===== src/rtl/char_pkg.sv =====
// Shared definitions for the Smart-Room character path: UART states, ASCII
// keyword characters and the default bit timing.
package char_pkg;

   localparam int unsigned CLKS_PER_BIT_DEF = 16;
   localparam int unsigned STATE_W          = 3;

   localparam logic [STATE_W-1:0] ST_IDLE  = 3'd0;
   localparam logic [STATE_W-1:0] ST_START = 3'd1;
   localparam logic [STATE_W-1:0] ST_DATA  = 3'd2;
   localparam logic [STATE_W-1:0] ST_STOP  = 3'd3;
   localparam logic [STATE_W-1:0] ST_BREAK = 3'd4;

   localparam logic [7:0] CH_B = 8'h42;
   localparam logic [7:0] CH_A = 8'h41;
   localparam logic [7:0] CH_Z = 8'h5A;

endpackage


===== src/rtl/sync_2ff.sv =====
// Two-flop synchronizer for a single asynchronous bit, with a selectable
// reset value so an idle-high line reads as idle straight out of reset.
module sync_2ff #(
   parameter logic RST_VAL = 1'b1
) (
   input  logic clk,
   input  logic rst,
   input  logic d,
   output logic q
);

   logic meta;

   always_ff @(posedge clk or posedge rst) begin
      if (rst) begin
         meta <= RST_VAL;
         q    <= RST_VAL;
      end else begin
         meta <= d;
         q    <= meta;
      end
   end

endmodule


===== src/rtl/char_uart_rx.sv =====
// 8N1 serial receiver feeding the keyword detectors: one character per good
// frame with a single-cycle valid strobe, single-cycle frame-error strobe.
module char_uart_rx
   import char_pkg::*;
#(
   parameter int unsigned CLKS_PER_BIT = CLKS_PER_BIT_DEF,
   parameter int unsigned DATA_BITS    = 8
) (
   input  logic       clk,
   input  logic       rst,
   input  logic       rx_i,
   output logic [7:0] char_o,
   output logic       char_valid_o,
   output logic       frame_err_o,
   output logic       busy_o
);

   localparam int unsigned CNT_W = $clog2(CLKS_PER_BIT);
   localparam int unsigned IDX_W = $clog2(DATA_BITS);

   localparam logic [CNT_W-1:0] HALF_LAST = CNT_W'(CLKS_PER_BIT / 2 - 1);
   localparam logic [CNT_W-1:0] FULL_LAST = CNT_W'(CLKS_PER_BIT - 1);
   localparam logic [IDX_W-1:0] IDX_LAST  = IDX_W'(DATA_BITS - 1);

   logic                 rx_s;
   logic                 rx_prev;
   logic [STATE_W-1:0]   state,     state_nxt;
   logic [CNT_W-1:0]     cnt,       cnt_nxt;
   logic [IDX_W-1:0]     idx,       idx_nxt;
   logic [DATA_BITS-1:0] sh,        sh_nxt;
   logic [7:0]           char_nxt;
   logic                 valid_nxt;
   logic                 ferr_nxt;
   logic                 busy_nxt;

   sync_2ff #(.RST_VAL(1'b1)) u_sync (
      .clk (clk),
      .rst (rst),
      .d   (rx_i),
      .q   (rx_s)
   );

   always_ff @(posedge clk or posedge rst) begin
      if (rst) begin
         rx_prev      <= 1'b1;
         state        <= ST_IDLE;
         cnt          <= '0;
         idx          <= '0;
         sh           <= '0;
         char_o       <= 8'h00;
         char_valid_o <= 1'b0;
         frame_err_o  <= 1'b0;
         busy_o       <= 1'b0;
      end else begin
         rx_prev      <= rx_s;
         state        <= state_nxt;
         cnt          <= cnt_nxt;
         idx          <= idx_nxt;
         sh           <= sh_nxt;
         char_o       <= char_nxt;
         char_valid_o <= valid_nxt;
         frame_err_o  <= ferr_nxt;
         busy_o       <= busy_nxt;
      end
   end

   // A frame only starts on a 1->0 edge, so a line held low out of reset
   // or after a break is ignored until it returns high.
   always_comb begin
      state_nxt = state;
      cnt_nxt   = cnt;
      idx_nxt   = idx;
      sh_nxt    = sh;
      char_nxt  = char_o;
      valid_nxt = 1'b0;
      ferr_nxt  = 1'b0;

      case (state)
         ST_IDLE: begin
            if (rx_prev && !rx_s) begin
               state_nxt = ST_START;
               cnt_nxt   = '0;
            end
         end
         ST_START: begin
            if (cnt == HALF_LAST) begin
               cnt_nxt = '0;
               if (rx_s) begin
                  state_nxt = ST_IDLE;
               end else begin
                  state_nxt = ST_DATA;
                  idx_nxt   = '0;
               end
            end else begin
               cnt_nxt = cnt + CNT_W'(1);
            end
         end
         ST_DATA: begin
            if (cnt == FULL_LAST) begin
               cnt_nxt     = '0;
               sh_nxt[idx] = rx_s;
               if (idx == IDX_LAST) begin
                  state_nxt = ST_STOP;
               end else begin
                  idx_nxt = idx + IDX_W'(1);
               end
            end else begin
               cnt_nxt = cnt + CNT_W'(1);
            end
         end
         ST_STOP: begin
            if (cnt == FULL_LAST) begin
               cnt_nxt = '0;
               if (rx_s) begin
                  char_nxt  = 8'(sh);
                  valid_nxt = 1'b1;
                  state_nxt = ST_IDLE;
               end else begin
                  ferr_nxt  = 1'b1;
                  state_nxt = ST_BREAK;
               end
            end else begin
               cnt_nxt = cnt + CNT_W'(1);
            end
         end
         ST_BREAK: begin
            if (rx_s) begin
               state_nxt = ST_IDLE;
            end
         end
         default: begin
            state_nxt = ST_IDLE;
         end
      endcase

      busy_nxt = (state_nxt != ST_IDLE);
   end

endmodule


===== config.mk =====
export PLATFORM = sky130hd
export DESIGN_NAME = char_uart_rx
export DESIGN_NICKNAME = d
export VERILOG_FILES = /design/src/rtl/char_pkg.sv /design/src/rtl/sync_2ff.sv /design/src/rtl/char_uart_rx.sv
export SDC_FILE = /design/constraint.sdc
export NUM_CORES = 1
export LEC_CHECK = 0
export CORE_UTILIZATION = 45
export CTS_CLUSTER_DIAMETER = 80
export CTS_CLUSTER_SIZE = 25
export DETAILED_ROUTE_END_ITERATION = 12
export PLACE_DENSITY_LB_ADDON = 0.05
export RECOVER_POWER = 25
export SYNTH_ARGS = -nofsm -noshare
export SYNTH_HDL_FRONTEND = slang
export SYNTH_HIERARCHICAL = 1
export SYNTH_SLANG_ARGS = --single-unit

===== constraint.sdc =====
create_clock -name clk -period 2.1 [get_ports clk]
set_input_delay 0.63 -clock clk [delete_from_list [all_inputs] [get_ports clk]]
set_output_delay 0.63 -clock clk [all_outputs]
set_load 0.02 [all_outputs]

==> impl_metrics.json, run 1 <==
{
  "period_minus_slack_ns": 1.93,
  "area_growth_pct": 14.8,
  "path_cells": "clkdlybuf4s50_1",
  "cts-root-buf": "clkbuf_4",
  "fin_cells": 187,
  "critPathSlowestCell": "clkdlybuf4s50_1",
  "slowest_delay_ns": 0.61,
  "crit_type": "register to output port",
  "setup_viol": 0,
  "synthDistinctLibCells": 39,
  "crit_buf_inv": 1,
  "synthMuxAreaShare_pct": 15.5,
  "finalCritPeriodShare_pct": 92.1,
  "cts.sinks": 32,
  "top_layer": "met4",
  "worstHoldStart": "u_sync/meta",
  "netlist_top_cells_count": "29 x dfrtp_1, 8 x mux2_2, 8 x mux2_4",
  "grt_use_total_pct": 17.3,
  "viasPerCell": 5.38,
  "initial_core_util_pct": 48.2,
  "crit_fanout": 2,
  "rsz0062_at_grt": "no",
  "dr_wl_met3_um": 93,
  "r2r_setup_slack_ns": 0.20,
  "r2r-start": "cnt[0]",
  "clock_path_buffers": 2,
  "setup_ws_ns": 0.166,
  "p_int_mw": 1.04,
  "ys_seq_elements": 32,
  "pin_count": 14,
  "switchingPower_mw": 0.478,
  "syn_area_per_cell_um2": 12.1,
  "antenna_cells": 0,
  "synthCells": 124,
  "die_area_um2": 3560,
  "hold_path_class": "register to register",
  "cts_resized": 0,
  "grt_max_degree": 21,
  "critical_path_arrival_ns": 1.30,
  "die_x_um": 59.7,
  "ys_top_cells_by_area": "dfrtp_1 48%, mux2_4 8.0%, mux2_2 6.0%",
  "gr-total-overflow": 0,
  "fmax_mhz": 517,
  "tightest_slew_ns": 0.557,
  "seqPwrFrac_pct": 50.8,
  "ys.flop_type": "dfrtp_1",
  "wirelength_mm": 2.65,
  "synth_most_common_cell": "dfrtp_1",
  "clock_latency_ns": 0.32,
  "finalNetCount": 148,
  "die_h_um": 59.7,
  "synth_compound_area_share_pct": 9.03,
  "slew_viol_final": 0,
  "synth_edf_count": 0,
  "wl_met1_mm": 1.35,
  "dpl_worst_slack_ns": 0.193,
  "cts_buffers": 5,
  "end_kind": "output port",
  "htree_levels": 2,
  "ant_nets": 0,
  "route.met2.wl_mm": 1.18,
  "critPathRequiredTime_ns": 1.47,
  "final.setup.tns_ns": 0,
  "synth_top_area_cell": "dfrtp_1",
  "drv_cap": 0,
  "reg2regPathDepth": 5,
  "finalPower_mw": 1.51,
  "core_um2": 3100,
  "yosys.area.top_type_share_pct": 48.5,
  "p_leak_nw": 0.816,
  "reg2reg_to": "char_o[0]",
  "io_buffers": 13,
  "grt_pass1_vias": 945,
  "cp_top_family": "buffers and inverters",
  "skew_ns": 0.00376,
  "hold_violations": 0,
  "clkPwrFrac_pct": 24.0,
  "syn_area_um2": 1500,
  "antenna_found_initial": 0,
  "synth_adder_area_share_pct": 2.51,
  "drc": 0,
  "holdPathEnd": "u_sync/q",
  "dpl.hpwl_mm": 1.84,
  "whs_path_depth": 0,
  "worstSetupStartpointType": "register",
  "sw_frac_of_total_pct": 31.6,
  "grt_first_pass_wirelength_mm": 4.40,
  "synth-warning-count": 6,
  "power.share.combinational_pct": 25.3,
  "rows": 20,
  "powerDensity_nw_per_um2": 881,
  "postCtsSetupRepairBufs": 0,
  "synth_top_family_by_area": "multiplexers",
  "final_util_pct": 55.4,
  "final_layout_size_suffix_gt1_share_pct": 22.4,
  "drtPass1Iterations": 4,
  "synth_nets": 130,
  "drtIter0Drc": 20,
  "status": "complete, no violations",
  "yosysSeqAreaShare_pct": 53.8,
  "clk_pin_slew_ns": 0.09,
  "postCtsHoldBufs": 0,
  "synth_xor_area_share_pct": 0.585,
  "yosys.area_share.simple_pct": 13.3,
  "vdd_drop_max_mv": 0.501,
  "cts_tree": "yes",
  "num_vias": 1006,
  "gp_congestion": 0.808,
  "async_flop_share_pct": 100,
  "placed_cells": 179,
  "relSlewSlack_pct": 62.9,
  "wl_per_cell_um": 14.2
}
-- metrics by stage --
stage	instance area [um2]	hold slack, ns
finish	1720	0.367
global route	1720	0.377
CTS	1740	0.368
detailed placement	1680	0.354
global placement	1680	0.348
floorplan	1500	0.345
-- worst max-delay path by stage --
stage,end,from,cells past startpoint
after floorplan,char_o[0],cnt[0],7
after global placement,char_o[0],cnt[0],5
after detailed placement,char_o[0],cnt[0],5
after CTS,char_o[4],char_o[4],1
after global routing,char_o[0],cnt[0],5
final,char_o[4],char_o[4],1
-- flip-flops by register name, summed over array words and instances, names as in the netlist, 3 cells and up --
signal  flops
char_o      8
cnt         4
idx         3
sh          8
state       3
-- layer usage --
layer	up-vias	global-route usage [%]
li1	482	-
met1	503	23.1
met2	17	25.9
met5	-	0
met4	0	8.97
met3	4	4.55
-- cell type report --
cell class / instances / area (um2)
Sequential cell: 32 / 805
Timing Repair Buffer: 19 / 169
Fill cell: 289 / 1390
Multi-Input combinational cell: 79 / 612
Tap cell: 44 / 55.1
Clock buffer: 8 / 58.8
Inverter: 5 / 18.8
-- placed cells by master, fill, tap and decap left out, types with 2 or more instances in the layout --
cell type,n
nor3_1,2
nand4_1,2
nor4_1,2
or3_1,2
o21ai_0,6
nand2_1,6
inv_1,5
mux2_4,8
clkdlybuf4s50_1,11
clkbuf_4,5
a22o_1,3
ha_1,3
dfstp_2,3
a21oi_1,3
clkbuf_1,3
dlygate4sd3_1,2
nor2_1,7
dfrtp_1,29
mux2_2,8
and3_1,2
buf_4,4
nand3_1,7
-- logic make-up after synthesis --
logic type	count (synthesis)
AO/OA/AOI/OAI	20
XOR/XNOR	1
adder cells (fa/ha/maj)	3
buffers and inverters	13
flip-flops	32
multiplexers	18
AND/OR/NAND/NOR	37
-- power groups by stage --
stage | Clock (mW) | Sequential [mW] | Combinational [mW]
finish | 0.363 | 0.768 | 0.383
global route | 0.401 | 0.784 | 0.421
CTS | 0.376 | 0.766 | 0.391
detailed placement | 0 | 0.779 | 0.387
global placement | 0 | 0.776 | 0.382
floorplan | 0 | 0.745 | 0.345
Note: power is estimated with default switching activity, not from simulation.
==> run 2, diff against run 1 <==
--- a/config.mk
+++ b/config.mk
@@ -5,6 +5,7 @@
 export SDC_FILE = /design/constraint.sdc
 export NUM_CORES = 1
 export LEC_CHECK = 0
+export CORE_MARGIN = 2
 export CORE_UTILIZATION = 45
 export CTS_CLUSTER_DIAMETER = 80
 export CTS_CLUSTER_SIZE = 25
==> run 2 against run 1 <==
Against the previous run: non-clock buffer count unchanged; die area increased by 6.8%; combinational power about the same; wire length down 5.4%; sequential share of layout area up 0.34 points; utilization shrank 0.40 points; setup slack worse by 0.0036 ns; critical path depth did not move; worst hold slack got worse by 0.0050 ns; register-to-register slack hardly changed; largest power group unchanged.
==> impl_metrics.json, run 2 (synthesis gave the netlist of run 1 again) <==
{
  "pin_count": 14,
  "die_h_um": 61.7,
  "clock_path_buffers": 2,
  "dpl.hpwl_mm": 1.80,
  "grt_first_pass_wirelength_mm": 4.35,
  "area_growth_pct": 14.0,
  "top_usage_layer": "met2",
  "final.setup.tns_ns": 0,
  "met3_usage_pct": 7.14,
  "ant_nets": 0,
  "cts_buffers": 5,
  "critPathSlowestCell": "clkdlybuf4s50_1",
  "final_common_cell": "dfrtp_1",
  "fmax_mhz": 516,
  "path_cells": "clkdlybuf4s50_1",
  "postCtsSetupRepairBufs": 0,
  "cts-root-buf": "clkbuf_4",
  "drtIter0Drc": 26,
  "antenna_found_initial": 0,
  "vdd_drop_max_mv": 0.560,
  "crit_type": "register to output port",
  "crit_buf_inv": 1,
  "critical_path_arrival_ns": 1.31,
  "top_regs": "char_o (8), sh (8), cnt (4)",
  "setup_viol": 0,
  "drv_cap": 0,
  "slowest_delay_ns": 0.61,
  "critPathRequiredTime_ns": 1.47,
  "num_vias": 994,
  "core_um2": 3100,
  "p_leak_nw": 0.812,
  "worstSetupStartpointType": "register",
  "rsz0062_at_grt": "no",
  "antenna_cells": 0,
  "grtUsageMet2_pct": 23.2,
  "rows": 20,
  "die_area_um2": 3800,
  "hold_violations": 0,
  "clk_pin_slew_ns": 0.09,
  "htree_levels": 2,
  "final_layout_size_suffix_gt1_share_pct": 22.5,
  "grt_max_degree": 21,
  "wirelength_mm": 2.51,
  "finalNetCount": 148,
  "tightest_slew_ns": 0.551,
  "postCtsHoldBufs": 0,
  "use_met1_pct": 21.7,
  "slew_viol_final": 0,
  "hold_path_class": "register to register",
  "drc": 0,
  "cts_resized": 0,
  "finalPower_mw": 1.46,
  "cts.sinks": 32,
  "fill_cells": 287,
  "grt_pass1_vias": 960,
  "io_buffers": 13,
  "end_kind": "output port",
  "gr-total-overflow": 0,
  "final_cell_mix": "29 x dfrtp_1, 11 x clkdlybuf4s50_1, 8 x mux2_4, 8 x mux2_2",
  "relSlewSlack_pct": 63.3,
  "initial_core_util_pct": 48.2,
  "status": "complete, no violations",
  "wl_per_cell_um": 13.5,
  "finalCritPeriodShare_pct": 92.3,
  "skew_ns": 0.00754,
  "cp_top_family": "buffers and inverters",
  "multiInputGateArea_um2": 612,
  "grt_use_total_pct": 16.2,
  "period_minus_slack_ns": 1.94,
  "clock_latency_ns": 0.33,
  "gp_congestion": 0.805,
  "cts_tree": "yes",
  "viasPerCell": 5.34,
  "regArea_um2": 805,
  "crit_fanout": 2,
  "powerDensity_nw_per_um2": 858,
  "drtPass1Iterations": 4,
  "die_x_um": 61.7
}
[run 2: worst paths after layout]
kind / slack, ns / start / depth (start not counted) / to
max: 0.16 / char_o[0] / 1 / char_o[0]
min: 0.36 / u_sync/meta / 0 / u_sync/q
max reg2reg: 0.21 / cnt[0] / 5 / char_o[0]
min reg2reg: 0.36 / u_sync/meta / 0 / u_sync/q
max in group asynchronous: 0.53 / rst / 3 / sh[5]
min in group asynchronous: 0.74 / rst / 2 / cnt[0]
[run 2: area by class of cell]
cell class                      count  area share, %
Tap cell                           44           3.23
Timing Repair Buffer               19           9.90
Inverter                            5           1.10
Multi-Input combinational cell     79           35.9
Clock inverter                      1          0.293
Clock buffer                        6           2.42
Sequential cell                    32           47.2
[run 2: through the flow]
stage / instances / setup WS (ns) / cell area (um2) / hold WS, ns / util, %
floorplan: 124 / 0.245 / 1500 / 0.345 / -
CTS: 186 / 0.144 / 1720 / 0.365 / 55.6
global route: 186 / 0.0731 / 1710 / 0.370 / 55.0
finish: 186 / 0.163 / 1710 / 0.362 / 55.0
global placement: 179 / 0.228 / 1680 / 0.348 / 54.1
detailed placement: 179 / 0.198 / 1680 / 0.351 / 54.1
[run 2: power breakdown]
group,switching [mW],internal [mW]
sequential,0.0777,0.687
combinational,0.197,0.183
clock,0.194,0.123
total,0.469,0.993
[run 2: metal layers]
metal,part of all wire [%],up-vias
met1,49,482
met4,1.7,0
li1,-,485
met5,0,-
met3,5.4,5
met2,44,22
==> run 3, diff against run 2 <==
--- a/config.mk
+++ b/config.mk
@@ -5,8 +5,10 @@
 export SDC_FILE = /design/constraint.sdc
 export NUM_CORES = 1
 export LEC_CHECK = 0
+export ABC_CLOCK_PERIOD_IN_PS = 2100
 export CORE_MARGIN = 2
 export CORE_UTILIZATION = 45
+export CTS_BUF_LIST = sky130_fd_sc_hd__clkbuf_16
 export CTS_CLUSTER_DIAMETER = 80
 export CTS_CLUSTER_SIZE = 25
 export DETAILED_ROUTE_END_ITERATION = 12
==> run 3 against run 2 <==
Against the previous run: first-iteration DRC count decreased by 23%; global-route usage is essentially flat; die area unchanged; worst hold slack got worse by 0.0061 ns; cell area up 5.1%; non-clock buffer count did not move; clock power increased by 110%; register-to-register slack hardly changed; clock-buffer cell count is 1 lower; critical path depth rose by 4; wire length shrank 0.64%; setup slack better by 0.037 ns; largest power group unchanged.
==> impl_metrics.json, run 3 (synthesis gave the netlist of run 1 again) <==
{
  "status": "complete, no violations",
  "setup_viol": 0,
  "sw_frac_of_total_pct": 27.9,
  "slew_viol_final": 0,
  "clkPwrFrac_pct": 36.1,
  "die_h_um": 61.7,
  "use_met1_pct": 21.1,
  "postCtsHoldBufs": 0,
  "met3_usage_pct": 7.14,
  "ant_nets": 0,
  "p_leak_nw": 0.855,
  "crit_type": "register to register",
  "clock_latency_ns": 0.27,
  "power.share.combinational_pct": 21.2,
  "top_usage_layer": "met2",
  "grt_pass1_vias": 967,
  "cts-root-buf": "clkbuf_16",
  "clock_path_buffers": 2,
  "grt_first_pass_wirelength_mm": 4.33,
  "cts.sinks": 32,
  "grt_max_degree": 21,
  "die_x_um": 61.7,
  "dpl.hpwl_mm": 1.80,
  "postCtsSetupRepairBufs": 0,
  "end_kind": "register",
  "tightest_slew_ns": 0.561,
  "die_area_um2": 3800,
  "critPathRequiredTime_ns": 2.25,
  "pin_count": 14,
  "finalCritPeriodShare_pct": 90.5,
  "wirelength_mm": 2.49,
  "grt_use_total_pct": 16.2,
  "drtPass1Iterations": 5,
  "fmax_mhz": 526,
  "cts_buffers": 5,
  "hold_path_class": "register to register",
  "cts_tree": "yes",
  "rsz0062_at_grt": "no",
  "htree_levels": 2,
  "setup_ws_ns": 0.200,
  "gr-total-overflow": 0,
  "gp_congestion": 0.805,
  "final_common_cell": "dfrtp_1",
  "core_um2": 3100,
  "final_cell_mix": "29 x dfrtp_1, 11 x clkdlybuf4s50_1, 8 x mux2_4, 8 x mux2_2",
  "drc": 0,
  "finalNetCount": 148,
  "hold_violations": 0,
  "critical_path_arrival_ns": 2.06,
  "drv_cap": 0,
  "vdd_drop_max_mv": 0.547,
  "clk_pin_slew_ns": 0.05,
  "worstSetupStartpointType": "register",
  "grtUsageMet2_pct": 23.8,
  "p_int_mw": 1.30,
  "seqPwrFrac_pct": 42.7,
  "switchingPower_mw": 0.503,
  "period_minus_slack_ns": 1.90,
  "skew_ns": 0.00368,
  "viasPerCell": 5.41,
  "num_vias": 1007,
  "fill_cells": 272,
  "top_regs": "char_o (8), sh (8), cnt (4)",
  "crit_fanout": 9,
  "antenna_cells": 0,
  "cts_resized": 0,
  "rows": 20,
  "antenna_found_initial": 0,
  "final.setup.tns_ns": 0,
  "drtIter0Drc": 20,
  "area_growth_pct": 19.8,
  "final_layout_size_suffix_gt1_share_pct": 22.5,
  "powerDensity_nw_per_um2": 1000,
  "wl_per_cell_um": 13.4,
  "initial_core_util_pct": 48.2,
  "io_buffers": 13,
  "dpl_worst_slack_ns": 0.198,
  "relSlewSlack_pct": 62.6
}
==> run 3: changes by cell type in the layout (fill, tap and decap cells not counted), sizes merged <==
cell    previous run  this run
inv                5         6
clkbuf             8         7
==> run 3: stage by stage <==
stage                     hold WS, ns  area (um2)  utilization, %  power (mW)  cells
after floorplan                 0.345        1500               -        1.09    124
after global placement          0.348        1680            54.1        1.16    179
after detailed placement        0.351        1680            54.1        1.16    179
after CTS                       0.358        1810            58.4        1.83    186
after global routing            0.362        1790            57.8        1.92    186
final                           0.356        1790            57.8        1.80    186
==> run 3: cell type report <==
cell class                      instances  area, um2  area share, %
Inverter                                5       18.8           1.05
Multi-Input combinational cell         79        612           34.1
Clock buffer                            5        125           6.98
Sequential cell                        32        805           44.9
Tap cell                               44       55.1           3.07
Timing Repair Buffer                   19        169           9.42
Clock inverter                          2       8.76          0.488
==> run 3: critical path: stages (launching register included) <==
cell and delay [ns]:
dfrtp_1 0.37, ha_1 0.17, and3_1 0.18, nand3_1 0.09, or3_1 0.58, mux2_4 0.39
==> run 3: path summary, 6_finish.rpt <==
kind | start | to | slack (ns) | depth (start not counted)
max reg2reg | cnt[0] | char_o[0] | 0.20 | 5
min | u_sync/meta | u_sync/q | 0.36 | 0
min reg2reg | u_sync/meta | u_sync/q | 0.36 | 0
max | cnt[0] | char_o[0] | 0.20 | 5
min in group asynchronous | rst | cnt[1] | 0.81 | 2
max in group asynchronous | rst | sh[5] | 0.47 | 3
==> run 3: routing by layer <==
metal | part of all wire (%) | routed length [um] | vias to the layer above
met5 | 0 | 0 | -
met4 | 1.8 | 44 | 0
met3 | 4.7 | 118 | 6
met2 | 45 | 1130 | 16
met1 | 48 | 1200 | 495
li1 | - | - | 490
==> run 3: power by group through the flow <==
stage	logic, mW	registers (mW)	clock network [mW]
after CTS	0.388	0.767	0.671
after floorplan	0.345	0.745	0
after global routing	0.432	0.782	0.705
final	0.381	0.768	0.650
after detailed placement	0.385	0.777	0
after global placement	0.382	0.776	0
